<file path="config.mk">
export PLATFORM = sky130hd
export DESIGN_NAME = alu_sequencer
export DESIGN_NICKNAME = d
export VERILOG_FILES = /design/src/rtl/alu_pkg.sv /design/src/rtl/alu_bcd_fix.sv /design/src/rtl/alu_sequencer.sv
export SDC_FILE = /design/constraint.sdc
export NUM_CORES = 1
export LEC_CHECK = 0
export ABC_CLOCK_PERIOD_IN_PS = 1800
export BUFFER_PORTS_ARGS = -buffer_cell sky130_fd_sc_hd__buf_2
export CORE_MARGIN = 8
export CORE_UTILIZATION = 40
export DETAILED_ROUTE_END_ITERATION = 10
export PLACE_DENSITY_LB_ADDON = 0.1
export SYNTH_ARGS = -nofsm -noshare
export SYNTH_HDL_FRONTEND = slang
export SYNTH_HIERARCHICAL = 1
export SYNTH_SLANG_ARGS = --single-unit
</file>
<file path="constraint.sdc">
create_clock -name clk -period 1.8 [get_ports clk]
set_input_delay 0.36 -clock clk [delete_from_list [all_inputs] [get_ports clk]]
set_output_delay 0.36 -clock clk [all_outputs]
set_load 0.1 [all_outputs]
</file>
<file path="src/rtl/alu_pkg.sv">
// Shared encodings for the ALU sequencer: ALU control codes, 6502 op codes,
// status flag bit positions and sequencer states.
package alu_pkg;

  typedef enum logic [2:0] {
    ALU_SUM = 3'b000,
    ALU_OR  = 3'b001,
    ALU_XOR = 3'b010,
    ALU_AND = 3'b011,
    ALU_SR  = 3'b100
  } alu_ctrl_e;

  typedef enum logic [3:0] {
    OP_ADC = 4'd0,
    OP_SBC = 4'd1,
    OP_AND = 4'd2,
    OP_ORA = 4'd3,
    OP_EOR = 4'd4,
    OP_CMP = 4'd5,
    OP_ASL = 4'd6,
    OP_LSR = 4'd7,
    OP_ROL = 4'd8,
    OP_ROR = 4'd9
  } op_code_e;

  localparam int FLAG_NEG   = 7;
  localparam int FLAG_OFV   = 6;
  localparam int FLAG_ZERO  = 1;
  localparam int FLAG_CARRY = 0;

  typedef enum logic [1:0] {
    ST_IDLE,
    ST_EXEC,
    ST_ADJ,
    ST_DONE
  } seq_state_e;

endpackage

</file>
<file path="src/rtl/alu_bcd_fix.sv">
// alu_bcd_fix: decimal-adjust term for 6502 ADC/SBC. Produces the constant
// added to the binary result in the second ALU pass and the decimal carry-out.
module alu_bcd_fix (
  input  logic       is_sbc,
  input  logic [7:0] a,
  input  logic [7:0] b,
  input  logic       carry_in,
  input  logic [7:0] bin_res,
  input  logic       bin_carry,
  output logic [7:0] corr,
  output logic       carry_out
);

  logic [4:0] lo_sum;
  logic [7:0] lo_fix;
  logic [8:0] hi_chk;
  logic       hi_fix;
  logic       lo_borrow;

  always_comb begin
    lo_sum    = {1'b0, a[3:0]} + {1'b0, b[3:0]} + {4'b0, carry_in};
    lo_fix    = (lo_sum > 5'd9) ? 8'h06 : 8'h00;
    hi_chk    = {1'b0, bin_res} + {1'b0, lo_fix};
    hi_fix    = bin_carry | (hi_chk > 9'h099);
    lo_borrow = {1'b0, a[3:0]} < ({1'b0, b[3:0]} + {4'b0, ~carry_in});
    if (is_sbc) begin
      // 0xFA and 0xA0 subtract 6 and 0x60 modulo 256
      corr      = (lo_borrow ? 8'hFA : 8'h00) + (bin_carry ? 8'h00 : 8'hA0);
      carry_out = bin_carry;
    end else begin
      corr      = lo_fix | (hi_fix ? 8'h60 : 8'h00);
      carry_out = hi_fix;
    end
  end

endmodule

</file>
<file path="src/rtl/alu_sequencer.sv">
// alu_sequencer: multi-cycle 6502 ALU controller with request/result handshakes.
// Build option ALU_SEQ_DECIMAL_EN adds the BCD adjust pass for decimal ADC/SBC.
module alu_sequencer
  import alu_pkg::*;
#(
  parameter int DW      = 8,
  parameter int FLAGS_W = 8
) (
  input  logic               clk,
  input  logic               reset,
  input  logic               op_valid,
  output logic               op_ready,
  input  logic [3:0]         op_code,
  input  logic [DW-1:0]      op_a,
  input  logic [DW-1:0]      op_b,
  input  logic               op_carry,
  input  logic               op_decimal,
  output logic [2:0]         alu_ctrl,
  output logic [DW-1:0]      alu_AI,
  output logic [DW-1:0]      alu_BI,
  output logic               alu_carry,
  output logic               alu_DAA,
  input  logic [DW-1:0]      alu_Y,
  input  logic [FLAGS_W-1:0] alu_flags,
  output logic               res_valid,
  input  logic               res_ready,
  output logic [DW-1:0]      res_data,
  output logic [FLAGS_W-1:0] res_flags
);

  seq_state_e         state_q, state_d;
  logic [3:0]         op_q, op_d;
  logic [DW-1:0]      a_q, a_d, b_q, b_d;
  logic               c_q, c_d;
  logic [DW-1:0]      res_data_q, res_data_d;
  logic [FLAGS_W-1:0] res_flags_q, res_flags_d;
  logic               dec_op;
  logic               b7_eff;
  logic               unused_alu_flags;

  assign unused_alu_flags = ^alu_flags[FLAGS_W-1:1];
  assign b7_eff = (op_q == OP_SBC) ? ~b_q[DW-1] : b_q[DW-1];

`ifdef ALU_SEQ_DECIMAL_EN
  logic          d_q, d_d;
  logic [DW-1:0] adj_corr;
  logic          adj_carry;

  assign dec_op = d_q & ((op_q == OP_ADC) | (op_q == OP_SBC));

  // During ADJ the binary pass result and carry live in the result registers
  alu_bcd_fix u_bcd_fix (
    .is_sbc    (op_q == OP_SBC),
    .a         (a_q),
    .b         (b_q),
    .carry_in  (c_q),
    .bin_res   (res_data_q),
    .bin_carry (res_flags_q[FLAG_CARRY]),
    .corr      (adj_corr),
    .carry_out (adj_carry)
  );
`else
  logic unused_decimal;
  assign unused_decimal = op_decimal;
  assign dec_op = 1'b0;
`endif

  always_ff @(posedge clk) begin
    if (reset) begin
      state_q     <= ST_IDLE;
      op_q        <= '0;
      a_q         <= '0;
      b_q         <= '0;
      c_q         <= 1'b0;
      res_data_q  <= '0;
      res_flags_q <= '0;
`ifdef ALU_SEQ_DECIMAL_EN
      d_q         <= 1'b0;
`endif
    end else begin
      state_q     <= state_d;
      op_q        <= op_d;
      a_q         <= a_d;
      b_q         <= b_d;
      c_q         <= c_d;
      res_data_q  <= res_data_d;
      res_flags_q <= res_flags_d;
`ifdef ALU_SEQ_DECIMAL_EN
      d_q         <= d_d;
`endif
    end
  end

  // ALU drive depends only on registered state, keeping the external ALU loop-free
  always_comb begin
    alu_ctrl  = ALU_SUM;
    alu_AI    = '0;
    alu_BI    = '0;
    alu_carry = 1'b0;
    if (state_q == ST_EXEC) begin
      case (op_q)
        OP_ADC: begin alu_AI = a_q; alu_BI = b_q;  alu_carry = c_q;  end
        OP_SBC: begin alu_AI = a_q; alu_BI = ~b_q; alu_carry = c_q;  end
        OP_CMP: begin alu_AI = a_q; alu_BI = ~b_q; alu_carry = 1'b1; end
        OP_AND: begin alu_ctrl = ALU_AND; alu_AI = a_q; alu_BI = b_q; end
        OP_ORA: begin alu_ctrl = ALU_OR;  alu_AI = a_q; alu_BI = b_q; end
        OP_EOR: begin alu_ctrl = ALU_XOR; alu_AI = a_q; alu_BI = b_q; end
        OP_ASL: begin alu_AI = a_q; alu_BI = a_q; end
        OP_ROL: begin alu_AI = a_q; alu_BI = a_q; alu_carry = c_q; end
        OP_LSR: begin alu_ctrl = ALU_SR; alu_AI = a_q; end
        OP_ROR: begin alu_ctrl = ALU_SR; alu_AI = a_q; alu_carry = c_q; end
        default: ;
      endcase
    end
`ifdef ALU_SEQ_DECIMAL_EN
    else if (state_q == ST_ADJ) begin
      alu_AI = res_data_q;
      alu_BI = adj_corr;
    end
`endif
  end

  always_comb begin
    state_d     = state_q;
    op_d        = op_q;
    a_d         = a_q;
    b_d         = b_q;
    c_d         = c_q;
    res_data_d  = res_data_q;
    res_flags_d = res_flags_q;
`ifdef ALU_SEQ_DECIMAL_EN
    d_d         = d_q;
`endif
    case (state_q)
      ST_IDLE: begin
        if (op_valid) begin
          op_d    = op_code;
          a_d     = op_a;
          b_d     = op_b;
          c_d     = op_carry;
`ifdef ALU_SEQ_DECIMAL_EN
          d_d     = op_decimal;
`endif
          state_d = ST_EXEC;
        end
      end
      ST_EXEC: begin
        res_data_d             = alu_Y;
        res_flags_d            = '0;
        res_flags_d[FLAG_NEG]  = alu_Y[DW-1];
        res_flags_d[FLAG_ZERO] = (alu_Y == '0);
        case (op_q)
          OP_ADC, OP_SBC: begin
            res_flags_d[FLAG_CARRY] = alu_flags[0];
            res_flags_d[FLAG_OFV]   = (a_q[DW-1] == b7_eff) & (alu_Y[DW-1] != a_q[DW-1]);
          end
          OP_CMP: begin
            res_data_d              = a_q;
            res_flags_d[FLAG_CARRY] = alu_flags[0];
          end
          OP_ASL, OP_ROL: res_flags_d[FLAG_CARRY] = alu_flags[0];
          OP_LSR, OP_ROR: res_flags_d[FLAG_CARRY] = a_q[0];
          OP_AND, OP_ORA, OP_EOR: ;
          default: begin
            res_data_d  = '0;
            res_flags_d = '0;
          end
        endcase
        state_d = dec_op ? ST_ADJ : ST_DONE;
      end
`ifdef ALU_SEQ_DECIMAL_EN
      ST_ADJ: begin
        // V is kept from the binary pass
        res_data_d              = alu_Y;
        res_flags_d[FLAG_NEG]   = alu_Y[DW-1];
        res_flags_d[FLAG_ZERO]  = (alu_Y == '0);
        res_flags_d[FLAG_CARRY] = adj_carry;
        state_d                 = ST_DONE;
      end
`endif
      ST_DONE: begin
        if (res_ready) state_d = ST_IDLE;
      end
      default: state_d = ST_IDLE;
    endcase
  end

  assign op_ready  = (state_q == ST_IDLE);
  assign res_valid = (state_q == ST_DONE);
  assign res_data  = res_data_q;
  assign res_flags = res_flags_q;
  assign alu_DAA   = 1'b0;

endmodule

</file>
==> results.yml, run 1 <==
global_route:
  grt.overflow.total: 0
  grt_start_max_net_pins: 22
  grt_first_pass_wirelength_um: 9100
  first_global_vias: 1892
  antenna_found_initial: 0
  track_usage: 0.174
die:
  die_h_um: 82.7
  start_util: 0.412
  rows: 24
  coreArea_mm2: 0.00432
  top_level_ports: 81
  die_x_um: 82.7
  fp.dieArea_mm2: 0.00684
placement:
  placed_area_mm2: 0.00281
  dp.cells: 353
  hpwlAfterDp_um: 4160
  dp_worst_setup_slack_ns: -0.0544
  portBuffers: 67
  gp_congestion: 0.836
drt:
  route.final.wire_length_um: 5840
  postRouteAntennaNets: 0
  drt-met1-wl_um: 2420
  drcViolationCount: 0
  route.met2.wl_um: 2920
  firstDrtPassIters: 4
  avgViaCountPerCell: 5.20
  top_layer: "met4"
  routedWlPerCell_um: 15.7
  wl_met3_um: 437
  drt_iter0_drc: 124
  num_vias: 1934
sta:
  maxSlewViolCount: 0
  fmax_ghz: 0.463
  grt_setup_unrepaired: "yes"
  hold_ws_ns: 0.244
  hold_viol: 0
  worst_pin_slew_ns: 0.494
  setup_ws_ns: -0.360
  setup_tns_ns: -4.99
  fin_crit_ns: 2.16
  post-route-period-util: 1.20
  finalClockSkew_ns: 0.00701
  finalSetupViolCount: 19
  slew_headroom: 0.669
yosys:
  ys_types: 38
  synth_cells: 229
  netlist_area_mm2: 0.00178
  ys_seq_area_frac: 0.394
  synth_seq_cells: 35
  yosys_warnings: 6
  syn_avg_cell_area_um2: 7.77
clock_network:
  numCtsBuffers: 5
  clk_latency_ns: 0.30
  clockBufferDepth: 2
  htreeDepth: 2
  cts_tree: "built"
  clkSlewWorstSetupHoldPaths_ns: 0.07
  cts-root-buf: "clkbuf_8"
  cts_hold_buf: 0
  clock_sinks: 35
power:
  ir_worst_vdd_mv: 0.685
  p_per_area_mw_per_mm2: 871
  cellLeakagePower_uw: 0.00125
critical_path:
  cp_max_fo: 8
  critPathCaptureType: "output pin"
  required_ns: 1.44
  cp.arrival_ns: 1.80
  cp-start-kind: "flop"
  critPathKind: "reg -> out"
hold_path:
  hp-class: "in -> reg"
cells_and_area:
  final_cells: 372
  area_growth_pct: 77.7
  fin_area_mm2: 0.00316
  antenna_cells: 0
  drive_above_1_share: 0.513
  final_nets: 361
status:
  status: "finished with violations"
  violations: "setup timing"
job:
  maxCapViolCount: 0
report_power, final:
group	switching, uW	internal [uW]	total (uW)
registers	62.3	830	892
logic	662	345	1010
clock network	306	552	858
total	1030	1730	2760
logic make-up after synthesis:
group | after synthesis | synth area share
simple gates | 109 | 0.303
buf+inv | 25 | 0.0752
flops | 35 | 0.394
compound gates | 57 | 0.216
other cells | 1 | 0.00211
xor+xnor | 2 | 0.00984
per-layer routing:
metal / vias up / track usage
met3: 6 / 0.0476
met1: 900 / 0.203
li1: 972 / -
met2: 56 / 0.292
met4: 0 / 0.0724
met5: - / 0
synth_stat cells, drive strengths merged:
cell,count,area [um^2]
nand2,46,173
dfxtp,35,701
a21oi,32,175
nor2,22,82.6
buf,13,88.8
a22oi,9,67.6
and2,9,56.3
clkbuf,9,33.8
nand3,9,45.0
a221oi,8,70.1
nor4,5,31.3
nand3b,4,30.0
inv,3,11.3
nand2b,3,18.8
a211oi,2,27.5
a31oi,2,12.5
nand4,2,12.5
o211ai,2,20.0
or3b,2,17.5
and3,1,6.26
conb,1,3.75
nand4b,1,8.76
nand4bb,1,11.3
nor2b,1,6.26
nor3,1,16.3
nor4b,1,15.0
o21ai,1,5.00
o21bai,1,7.51
or2,1,8.76
xnor2,1,8.76
xor2,1,8.76
worst max-delay path, cell delays in order, from the launching register on:
cell and delay, ns:
dfxtp_4 0.37, buf_4 0.13, nor2b_1 0.24, a211oi_4 0.07, buf_12 0.16, a221oi_2 0.30
nor2_4 0.06, buf_12 0.17
flip-flops by register name, summed over array words and instances, names as in the netlist:
register / count
res_data: 8
state_q: 2
c_q: 1
res_flags: 4
b_q: 8
a_q: 8
op_q: 4
what timing repair did:
action / 4_1_cts / 5_1_grt
gates resized for setup: 19 / 11
gates cloned: 1 / 0
endpoints found under the hold margin: 0 / 0
setup endpoints to repair: 19 / 20
pin swaps: 15 / 5
setup buffers: 5 / 6
final timing paths:
path	startpoint	end	slack, ns	cells past startpoint
max reg2reg	op_q[1]	res_data[5]	0.28	6
min	res_ready	state_q[1]	0.24	2
max	op_q[1]	alu_BI[4]	-0.36	7
min reg2reg	res_flags[1]	res_flags[1]	0.46	2
stage by stage:
step / power, uW / utilization
final: 2760 / 0.732
after global routing: 2870 / 0.732
after CTS: 2740 / 0.710
after detailed placement: 1830 / 0.649
after global placement: 1820 / 0.649
after floorplan: 1570 / -
final cells by class:
| class | count | area [um^2] |
|---|---|---|
| Clock buffer | 5 | 68.8 |
| Timing Repair Buffer | 101 | 947 |
| Multi-Input combinational cell | 173 | 1290 |
| Tap cell | 52 | 65.1 |
| Fill cell | 333 | 1160 |
| Inverter | 3 | 11.3 |
| Clock inverter | 3 | 67.6 |
| Sequential cell | 35 | 716 |
placed cells by master, fill, tap and decap left out, drive strengths merged, types with 3 or more instances in the layout:
cell	synthesis	routed
nand2	46	46
conb	1	5
nand2b	3	3
nor4	5	5
inv	3	3
and2	9	9
clkbuf	9	5
a21oi	32	32
a221oi	8	8
nand3b	4	4
dfxtp	35	35
nand3	9	9
a22oi	9	9
nor2	22	22
buf	13	101
Power figures use the tool's default switching activity.
==> inputs of run 2 (changes only) <==
ABC_AREA = 1   (was not set)
ABC_CLOCK_PERIOD_IN_PS = 2300   (was 1800)
clock period = 2.3 ns   (was 1.8 ns; I/O delays follow)
==> run 2 against run 1 <==
  * The run now ends clean
  * First-iteration DRC count shrank 15%
  * Core utilization shrank 13 points
  * Synthesized cell count grew 14%
  * Sequential power fell by 19%
  * Global-route usage fell by 2.8 points
==> results.yml, run 2 <==
drt:
  route.met2.wl_um: 2370
  routedWlPerCell_um: 13.5
  wl_met3_um: 379
  num_vias: 1847
  postRouteAntennaNets: 0
  avgViaCountPerCell: 4.81
  route.final.wire_length_um: 5200
  firstDrtPassIters: 4
  drcViolationCount: 0
  top_layer: "met4"
  drt-met1-wl_um: 2390
  drt_iter0_drc: 105
die:
  die_x_um: 83.0
  start_util: 0.413
  fp.dieArea_mm2: 0.00690
  die_h_um: 83.0
  rows: 24
  coreArea_mm2: 0.00435
  top_level_ports: 81
cells_and_area:
  antenna_cells: 0
  layout_common_cells: "47 x buf_2, 43 x nor2_1, 40 x nand2_1"
  final_cells: 384
  drive_above_1_share: 0.367
  fin_area_mm2: 0.00263
  nFillCells: 415
  area_growth_pct: 46.1
  final_nets: 373
  layout_commonest_cell: "buf_2"
clock_network:
  clk_latency_ns: 0.29
  cts-root-buf: "clkbuf_8"
  clockBufferDepth: 2
  cts_tree: "built"
  clkSlewWorstSetupHoldPaths_ns: 0.07
  numCtsBuffers: 5
  htreeDepth: 2
  cts_hold_buf: 0
  clock_sinks: 35
power:
  p_per_area_mw_per_mm2: 760
  pwr-share-comb: 0.419
  p_sw_uw: 892
  cellLeakagePower_uw: 0.00117
  power.share.sequential: 0.361
  power.share.clock: 0.220
  ir_worst_vdd_mv: 0.376
  power.total_uw: 2000
  swShare: 0.447
  p_int_uw: 1100
yosys:
  netlist_area_mm2: 0.00180
  ys_types: 26
  synthAdderAreaFrac: 0
  synthTopCellsByArea: "dfxtp_1 39%, nor2_1 13%, nand2_1 8.6%"
  yosys_warnings: 6
  synth_simple_gate_area_frac: 0.306
  async_flop_share: 0
  synth_cells: 262
  yosys.area.top_type: "dfxtp_1"
  synth_commonest_cells: "60 x nor2_1, 41 x nand2_1, 35 x dfxtp_1"
  synthFlopType: "dfxtp_1"
  syn_avg_cell_area_um2: 6.86
  synth_top_area_frac: 0.390
  synth-compound-area-share: 0.173
  synth_top_family_by_area: "simple AND/OR/NAND/NOR gates"
  synthMuxAreaShare: 0.0390
  yosysMostFrequentCell: "nor2_1"
  synth-xor-area-share: 0
  synth_edf_count: 0
  ys_seq_area_frac: 0.390
  synth_seq_cells: 35
critical_path:
  rrSetupSlack_ns: 0.75
  critPathBufInv: 3
  ff2ff_path_depth: 5
  path_delay_family: "simple AND/OR/NAND/NOR gates"
  critPathCaptureType: "output pin"
  critPathKind: "reg -> out"
  cp_max_fo: 8
  cp_slowest_cell: "dfxtp_2"
  max_stage_delay_ns: 0.43
  cp-start-kind: "flop"
  required_ns: 1.84
  path_depth: 9
  r2r_start: "state_q[1]"
  crit_top_cell: "nand2_1"
  reg2reg_to: "b_q[2]"
  cp.arrival_ns: 1.71
  path_cells: "nand2_2 -> clkinv_1 -> nand2_1 -> nand2_1 -> nand2_1 -> inv_2 -> a21oi_1 -> nor2_2 -> buf_12"
status:
  status: "complete, no violations"
placement:
  gp_congestion: 0.803
  dp.cells: 374
  portBuffers: 67
  hpwlAfterDp_um: 3850
  placed_area_mm2: 0.00252
  dp_worst_setup_slack_ns: 0.365
hold_path:
  min_from: "res_ready"
  hp-class: "in -> reg"
  holdPathStages: 2
  hold-path-endpoint: "state_q[1]"
sta:
  hold_viol: 0
  finalClockSkew_ns: 0.00369
  finalSetupViolCount: 0
  fin_crit_ns: 2.17
  maxSlewViolCount: 0
  grt_setup_unrepaired: "no"
  fmax_ghz: 0.462
  post-route-period-util: 0.942
  setup_ws_ns: 0.134
global_route:
  grt_start_max_net_pins: 32
  first_global_vias: 1829
  grt_first_pass_wirelength_um: 8460
  grt.overflow.total: 0
  antenna_found_initial: 0
  track_usage: 0.146
job:
  maxCapViolCount: 0
run 2: cell types whose count changed in the layout (fill, tap and decap cells not counted), moves of 6 or more:
cell,previous run,this run
o21ai_0,0,30
and2_4,8,0
a31oi_1,1,7
nor2_2,4,18
buf_4,26,7
nor2_1,5,43
inv_1,3,10
a22oi_1,9,0
nor2_4,13,2
inv_2,0,6
a221oi_4,7,0
a21oi_1,30,20
mux2i_1,0,7
run 2: per-layer routing:
layer | track usage | vias up
met4 | 0.0479 | 0
li1 | - | 985
met3 | 0.0566 | 5
met1 | 0.177 | 796
met5 | 0 | -
met2 | 0.228 | 61
run 2: how the worst max path moves through the flow:
stage / end / from
3_5_place_dp: alu_BI[2] / op_q[2]
3_3_place_gp: alu_BI[2] / op_q[2]
2_1_floorplan: alu_ctrl[1] / state_q[1]
6_report: alu_BI[2] / op_q[1]
4_1_cts: alu_BI[2] / op_q[2]
5_1_grt: alu_BI[2] / op_q[1]
run 2: power groups by stage:
stage / clock (uW) / sequential (uW) / combinational, uW
final: 439 / 721 / 836
after global routing: 484 / 731 / 885
after CTS: 452 / 720 / 833
after detailed placement: 0 / 733 / 831
after global placement: 0 / 731 / 826
after floorplan: 0 / 874 / 482
run 2: what timing repair did:
action,4_1_cts,5_1_grt
setup endpoints to repair,0,8
resized for setup,0,5
setup buffers,0,2
run 2: final cells by class:
type / count / area, um^2 / area share
Multi-Input combinational cell: 198 / 1020 / 0.389
Clock inverter: 1 / 5.00 / 0.00191
Inverter: 17 / 63.8 / 0.0243
Sequential cell: 35 / 706 / 0.269
Clock buffer: 7 / 76.3 / 0.0291
Tap cell: 52 / 65.1 / 0.0248
Timing Repair Buffer: 74 / 688 / 0.262
run 2: worst register-to-register path, delay by kind of cell (launching register included):
kind | cells | cell delay (ns)
buf+inv | 1 | 0.36
flops | 1 | 0.38
simple gates | 4 | 0.70
run 2: logic make-up (layout without fill, tap and decap cells):
family                 Yosys count  count (layout)
AND/OR/NAND/NOR                127             127
AO/OA/AOI/OAI                   59              59
flip-flops                      35              35
buffers and inverters           33              99
multiplexers                     7               7
other                            1               5
run 2: per-stage QoR:
stage               TNS [ns]   util  hold slack (ns)
finish                     0  0.603            0.363
detailed placement         0  0.578            0.453
global route               0  0.603            0.364
global placement           0  0.578            0.453
floorplan              -2.68      -            0.455
CTS                        0  0.597            0.352
==> inputs of run 3 (changes only) <==
BUFFER_PORTS_ARGS = -buffer_cell sky130_fd_sc_hd__buf_4   (was -buffer_cell sky130_fd_sc_hd__buf_2)
==> run 3 against run 2 <==
  * Critical endpoint unchanged
  * Critical path depth decreased by 2
  * Routed wire length about the same
  * First-iteration DRC count decreased by 57%
  * Final area decreased by 4.2%
  * Global-route usage increased by 0.15 points
  * Setup slack improved by 0.0073 ns
  * Via count increased by 1.6%
  * Register-to-register slack improved by 0.16 ns
  * Clock power decreased by 1%
==> results.yml, run 3 (synthesis gave the netlist of run 2 again) <==
status:
  status: "complete, no violations"
global_route:
  grt_first_pass_wirelength_um: 8540
  track_usage: 0.147
  antenna_found_initial: 0
  grt_start_max_net_pins: 32
  first_global_vias: 1836
  grt.overflow.total: 0
critical_path:
  required_ns: 1.84
  cp.arrival_ns: 1.70
  cp_max_fo: 8
  critPathCaptureType: "output pin"
  critPathKind: "reg -> out"
  cp-start-kind: "flop"
cells_and_area:
  antenna_cells: 0
  drive_above_1_share: 0.366
  layout_common_cells: "65 x buf_4, 43 x nor2_1, 40 x nand2_1"
  layout_commonest_cell: "buf_4"
  final_nets: 372
  fin_util: 0.578
  area_growth_pct: 39.9
drt:
  drt_iter0_drc: 45
  postRouteAntennaNets: 0
  routedWlPerCell_um: 13.6
  firstDrtPassIters: 4
  avgViaCountPerCell: 4.90
  num_vias: 1877
  route.final.wire_length_um: 5210
  drcViolationCount: 0
placement:
  hpwlAfterDp_um: 3920
  gp_congestion: 0.813
  portBuffers: 67
  dp_worst_setup_slack_ns: 0.302
power:
  ir_worst_vdd_mv: 0.357
  p_per_area_mw_per_mm2: 781
  power.total_uw: 1970
  cellLeakagePower_uw: 0.00114
clock_network:
  htreeDepth: 2
  cts_hold_buf: 0
  clock_sinks: 35
  clockBufferDepth: 2
  clk_latency_ns: 0.29
  cts_tree: "built"
  numCtsBuffers: 5
  clkSlewWorstSetupHoldPaths_ns: 0.07
  cts-root-buf: "clkbuf_8"
sta:
  post-route-period-util: 0.939
  finalSetupViolCount: 0
  hold_viol: 0
  grt_setup_unrepaired: "no"
  fmax_ghz: 0.463
  fin_crit_ns: 2.16
  setup_ws_ns: 0.141
  hold_ws_ns: 0.358
  maxSlewViolCount: 0
  finalClockSkew_ns: 0.00610
die:
  top_level_ports: 81
  fp.dieArea_mm2: 0.00690
  rows: 24
  die_h_um: 83.0
  die_x_um: 83.0
  start_util: 0.413
  coreArea_mm2: 0.00435
job:
  maxCapViolCount: 0
hold_path:
  hp-class: "in -> reg"
## run 3: changes by cell type in the layout (fill, tap and decap cells not counted)
cell    previous run  this run
buf_2             47         0
buf_4              7        65
buf_6              0         8
buf_12            20         0
## run 3: layout make-up
type / count / area, um^2
multi-input cells: 198 / 1020
clock inverters: 1 / 5.00
clock buffers: 7 / 76.3
inverters: 17 / 63.8
repair buffers: 73 / 578
fillers: 458 / 1840
flip-flops and latches: 35 / 706
well taps: 52 / 65.1
## run 3: repair_timing
item	4_1_cts	5_1_grt
buffers inserted	0	0
resized for setup	2	11
cloned	0	0
endpoints found under the setup margin	7	8
## run 3: power by group
group          switching [uW]  leakage, uW  total (uW)  internal [uW]
registers                54.9     0.000290         723            668
logic                     604     0.000810         809            205
clock network             221    0.0000422         434            213
## run 3: per-layer routing
layer / track usage / share of wire
met5: 0 / 0
met4: 0.0431 / 0.0085
met3: 0.0625 / 0.068
met2: 0.233 / 0.46
met1: 0.176 / 0.47
## run 3: path summary, 6_finish.rpt
check                    start      endpoint  slack (ns)  cells after the start
hold / removal           reset  res_flags[0]        0.36                      2
setup reg to reg       op_q[1]   res_data[1]        0.91                      6
setup / recovery       op_q[0]     alu_BI[2]        0.14                      7
hold reg to reg   res_flags[7]  res_flags[7]        0.47                      2
## run 3: worst max-delay path, stage by stage (launching register included)
cell,delay [ns]
dfxtp_1,0.38
inv_2,0.10
nor2_4,0.18
nand2_2,0.16
mux2i_1,0.16
a21oi_1,0.07
nor2_2,0.11
buf_6,0.24
## run 3: metrics by stage
step | instance area [um^2] | std cells | setup TNS [ns]
after floorplan | 1880 | 266 | -2.68
after global placement | 2390 | 375 | 0
after detailed placement | 2390 | 375 | 0
after CTS | 2480 | 383 | 0
after global routing | 2520 | 383 | 0
final | 2520 | 383 | 0
